===== src/rtl/countdown_seg_timer.sv =====
// Purpose: one-digit countdown timer with active-low 7-seg decode; optional COUNTDOWN_BLANK_EN blanks seg outside the run state.
// Latency: current_digit/flag registered (one tick every CLK_HZ run cycles); seg is combinational from current_digit.
// Backpressure: none; leaving the run state reloads START_DIGIT and restarts the count.
module countdown_seg_timer #(
    parameter int          CLK_HZ      = 50000000,
    parameter int          START_DIGIT = 9,
    parameter logic [3:0]  RUN_STATE   = 4'b1011
) (
    input  logic       clk,
    input  logic       reset,
    input  logic [3:0] state,
    output logic       flag,
    output logic [3:0] current_digit,
    output logic [6:0] seg
);

    // A 1 Hz-per-cycle build still needs a 1-bit prescaler.
    localparam int PW = (CLK_HZ > 1) ? $clog2(CLK_HZ) : 1;
    localparam logic [PW-1:0] PRE_LAST  = PW'(CLK_HZ - 1);
    localparam logic [3:0]    START_VAL = 4'(START_DIGIT);

    logic [PW-1:0] prescaler;
    logic          running;

    assign running = (state == RUN_STATE);

    always_ff @(posedge clk) begin
        if (reset || !running) begin
            prescaler     <= '0;
            current_digit <= START_VAL;
            flag          <= 1'b0;
        end else if (current_digit == 4'd0) begin
            // Terminal: hold zero with the prescaler parked.
            prescaler     <= '0;
            flag          <= 1'b1;
        end else if (prescaler == PRE_LAST) begin
            prescaler     <= '0;
            current_digit <= current_digit - 4'd1;
            flag          <= (current_digit == 4'd1);
        end else begin
            prescaler     <= prescaler + PW'(1);
        end
    end

    logic [6:0] seg_dec;

    always_comb begin
        seg_dec = 7'h7F;
        case (current_digit)
            4'd0: seg_dec = 7'h40;
            4'd1: seg_dec = 7'h79;
            4'd2: seg_dec = 7'h24;
            4'd3: seg_dec = 7'h30;
            4'd4: seg_dec = 7'h19;
            4'd5: seg_dec = 7'h12;
            4'd6: seg_dec = 7'h02;
            4'd7: seg_dec = 7'h78;
            4'd8: seg_dec = 7'h00;
            4'd9: seg_dec = 7'h10;
            default: seg_dec = 7'h7F;
        endcase
    end

`ifdef COUNTDOWN_BLANK_EN
    assign seg = running ? seg_dec : 7'h7F;
`else
    assign seg = seg_dec;
`endif

endmodule


===== config.mk =====
export PLATFORM = sky130hd
export DESIGN_NAME = countdown_seg_timer
export DESIGN_NICKNAME = d
export VERILOG_FILES = /design/src/rtl/countdown_seg_timer.sv
export SDC_FILE = /design/constraint.sdc
export NUM_CORES = 1
export LEC_CHECK = 0
export CAP_MARGIN = 25
export CORE_MARGIN = 2
export CORE_UTILIZATION = 55
export CTS_BUF_LIST = sky130_fd_sc_hd__clkbuf_8
export CTS_CLUSTER_DIAMETER = 100
export CTS_CLUSTER_SIZE = 12
export DETAILED_ROUTE_END_ITERATION = 10
export GPL_TIMING_DRIVEN = 0
export PLACE_DENSITY_LB_ADDON = 0.25
export SLEW_MARGIN = 0
export SYNTH_ARGS = -nofsm -noshare
export SYNTH_HDL_FRONTEND = slang
export SYNTH_SLANG_ARGS = --single-unit
export TNS_END_PERCENT = 30

===== constraint.sdc =====
create_clock -name clk -period 6.1 [get_ports clk]
set_input_delay 1.22 -clock clk [delete_from_list [all_inputs] [get_ports clk]]
set_output_delay 1.22 -clock clk [all_outputs]
set_load 0.01 [all_outputs]

==> flow_summary.yaml <==
status:
  outcome: "completed"
drt:
  vias_per_cell: 5.41
  drtIter0Drc: 113
  wl_per_cell_microns: 13.2
  drcViolationCount: 0
  final_antenna_net_count: 0
  first_pass_iters: 4
  num_vias: 1462
  drt_wl_total_microns: 3560
layout:
  area_growth_pct: 17.6
  nets: 237
  drive_gt1_share_pct: 9.29
  finalNonFillerCells: 270
  most-common-layout-cells: "38 x dfxtp_1, 30 x nor2_1, 17 x clkdlybuf4s50_1"
  n_fill_cell: 276
  diodes: 0
  layout_commonest_cell: "dfxtp_1"
global_route:
  grt_use_total_pct: 21.7
  grt_first_pass_wirelength_microns: 6070
  grt_max_degree: 13
  gr-total-overflow: 0
  grt_pass1_vias: 1330
  antenna_found_initial: 0
cts:
  cts_tree: "done"
  cts_max_path_buffers: 2
  cts_resized: 0
  worstSkewPairLatency_ns: 0.28
  clockRootBuffer: "clkbuf_8"
  clkTransAtPathRegs_ns: 0.07
  post-cts-setup-buffer-count: 0
  htreeDepth: 2
  cts_sinks: 38
  cts.hold.buffers_added: 0
  numCtsBuffers: 5
timing:
  tightest_slew_ns: 0.489
  setup_violations: 0
  rsz0062_at_grt: "no"
  post-route-period-util_pct: 50.7
  fin_crit_ns: 3.09
  setup_tns_ns: 0
  hold_slack_ns: 0.480
  clock.fmax_ghz: 0.323
  hold_viol_final: 0
  slew_viol_final: 0
  skew_ns: 0.00851
  slew_headroom_pct: 67.1
logic_synthesis:
  synth_area_sq_um: 1820
  yosys_warnings: 0
  seq_area_frac_synth_pct: 41.8
  syn_inst: 201
  synthArstFlopShare_pct: 0
  syn-num-nets: 213
  yosys_most_used_dff: "dfxtp_1"
  synth_edf_count: 0
  syn-mean-instance-area_sq_um: 9.06
  synth-seq-cells: 38
  yosysUniqueCellTypes: 38
floorplanning:
  row_count: 20
  initial_utilization_pct: 58.7
  die_x_microns: 61.5
  die_h_microns: 61.5
  io_pins: 18
  core_area_sq_um: 3100
  die_area_sq_um: 3790
power:
  pwr-share-comb_pct: 1.2
  intPower_mw: 0.342
  vdd_drop_max_mv: 0.133
  netSwitchingFraction_pct: 20.0
  seqPwrFrac_pct: 58.0
  p_switching_mw: 0.0855
  power.share.clock_pct: 40.7
  power-per-cell-area_nw_per_um2: 200
  power.static_leakage_nw: 0.709
hold_path:
  hold-path-cell-count: 2
  min_to: "prescaler[25]$_SDFF_PP0_"
  hold_start: "prescaler[25]$_SDFF_PP0_"
  hold_class: "flop to flop"
placed_design:
  placed_cells: 262
  portBuffers: 17
  place_congestion: 0.880
  dp_hpwl_microns: 2790
setup_path:
  reg2reg_depth: 10
  path_class: "input pin to flop"
  cp_data_required_time_ns: 6.31
  arrival_ns: 3.31
  r2r-end: "seg[0]$_DFF_P_"
  r2r_start: "prescaler[0]$_SDFF_PP0_"
  cp_max_fo: 10
  worstSetupEndpointType: "flop"
  worstSetupStartpointType: "input pin"
  startpoint: "state[3]"
  r2r_slack_ns: 3.48
run:
  drv_cap: 0
-- worst max-delay path: stages --
cell,delay [ns]
clkdlybuf4s50_1,0.45
nor4bb_1,0.35
nand2_1,0.21
or3_1,0.42
clkbuf_1,0.22
clkbuf_1,0.27
nor2_1,0.16
-- power groups by stage --
stage / clock network (mW) / logic [mW] / registers, mW
2_1_floorplan: 0 / 0.00159 / 0.254
3_3_place_gp: 0 / 0.00504 / 0.254
3_5_place_dp: 0 / 0.00531 / 0.254
4_1_cts: 0.178 / 0.00530 / 0.248
5_1_grt: 0.190 / 0.00559 / 0.248
6_report: 0.174 / 0.00527 / 0.248
-- flip-flops by register name, indices dropped and copies added (netlist names) --
register and flops:
seg 7, flag 1, prescaler 26, current_digit 4
-- synthesized netlist by cell type, types with 3 or more instances --
cell,n,area share (%)
dfxtp_1,38,42
nor2_1,30,6.2
xor2_1,15,7.2
nand2_1,13,2.7
nand3_1,13,3.6
inv_1,10,2.1
xnor2_1,9,4.3
ha_1,6,4.1
nor3_1,6,1.6
and4_1,5,2.4
or3_1,5,1.7
a21oi_1,4,1.1
and3_1,4,1.4
o21ai_0,4,1.1
a211oi_1,3,1.2
clkbuf_1,3,0.62
nand4_1,3,1.0
nor4_1,3,1.0
-- worst max path at each step --
stage                                          end  slack (ns)  cells past startpoint
final                     prescaler[20]$_SDFF_PP0_        3.01                      7
after global routing      prescaler[19]$_SDFF_PP0_        2.85                      7
after CTS                 prescaler[20]$_SDFF_PP0_        3.00                      7
after detailed placement  prescaler[20]$_SDFF_PP0_        2.69                      7
after global placement     prescaler[5]$_SDFF_PP0_        2.86                      7
after floorplan           prescaler[10]$_SDFF_PP0_        3.52                      6
-- cell families (layout without fill, tap and decap cells) --
family / Yosys count / count (layout) / share of synthesized area [%]
AND/OR/NAND/NOR: 97 / 97 / 30.3
adder cells (fa/ha/maj): 6 / 6 / 4.12
AO/OA/AOI/OAI: 21 / 21 / 8.73
flip-flops: 38 / 38 / 41.8
buffers and inverters: 15 / 40 / 3.51
XOR/XNOR: 24 / 24 / 11.5
-- routing by layer --
metal	track usage, %	vias up	routed length (microns)	share of wire [%]
met1	29.0	681	1690	47
met4	7.90	0	60	1.7
met5	0	-	0	0
met2	34.4	26	1710	48
li1	-	746	-	-
met3	5.04	9	97	2.7
-- final cells by class --
| type | count | area, sq um | area share [%] |
|---|---|---|---|
| Sequential cell | 38 | 761 | 35.5 |
| Timing Repair Buffer | 17 | 170 | 7.95 |
| Clock inverter | 2 | 12.5 | 0.584 |
| Inverter | 11 | 41.3 | 1.93 |
| Multi-Input combinational cell | 148 | 996 | 46.5 |
| Clock buffer | 6 | 82.6 | 3.86 |
| Tap cell | 44 | 55.1 | 2.57 |
| Buffer | 4 | 22.5 | 1.05 |
-- per-stage QoR --
| stage | power [mW] | utilization (%) | worst slack (ns) | cell area, sq um |
|---|---|---|---|---|
| 3_3_place_gp | 0.259 | 65.9 | 2.86 | 2050 |
| 5_1_grt | 0.443 | 69.0 | 2.85 | 2140 |
| 3_5_place_dp | 0.259 | 65.9 | 2.69 | 2050 |
| 2_1_floorplan | 0.255 | - | 3.52 | 1820 |
| 6_report | 0.428 | 69.0 | 3.01 | 2140 |
| 4_1_cts | 0.432 | 69.0 | 3.00 | 2140 |
No activity file was read; power rests on OpenSTA's default activity.
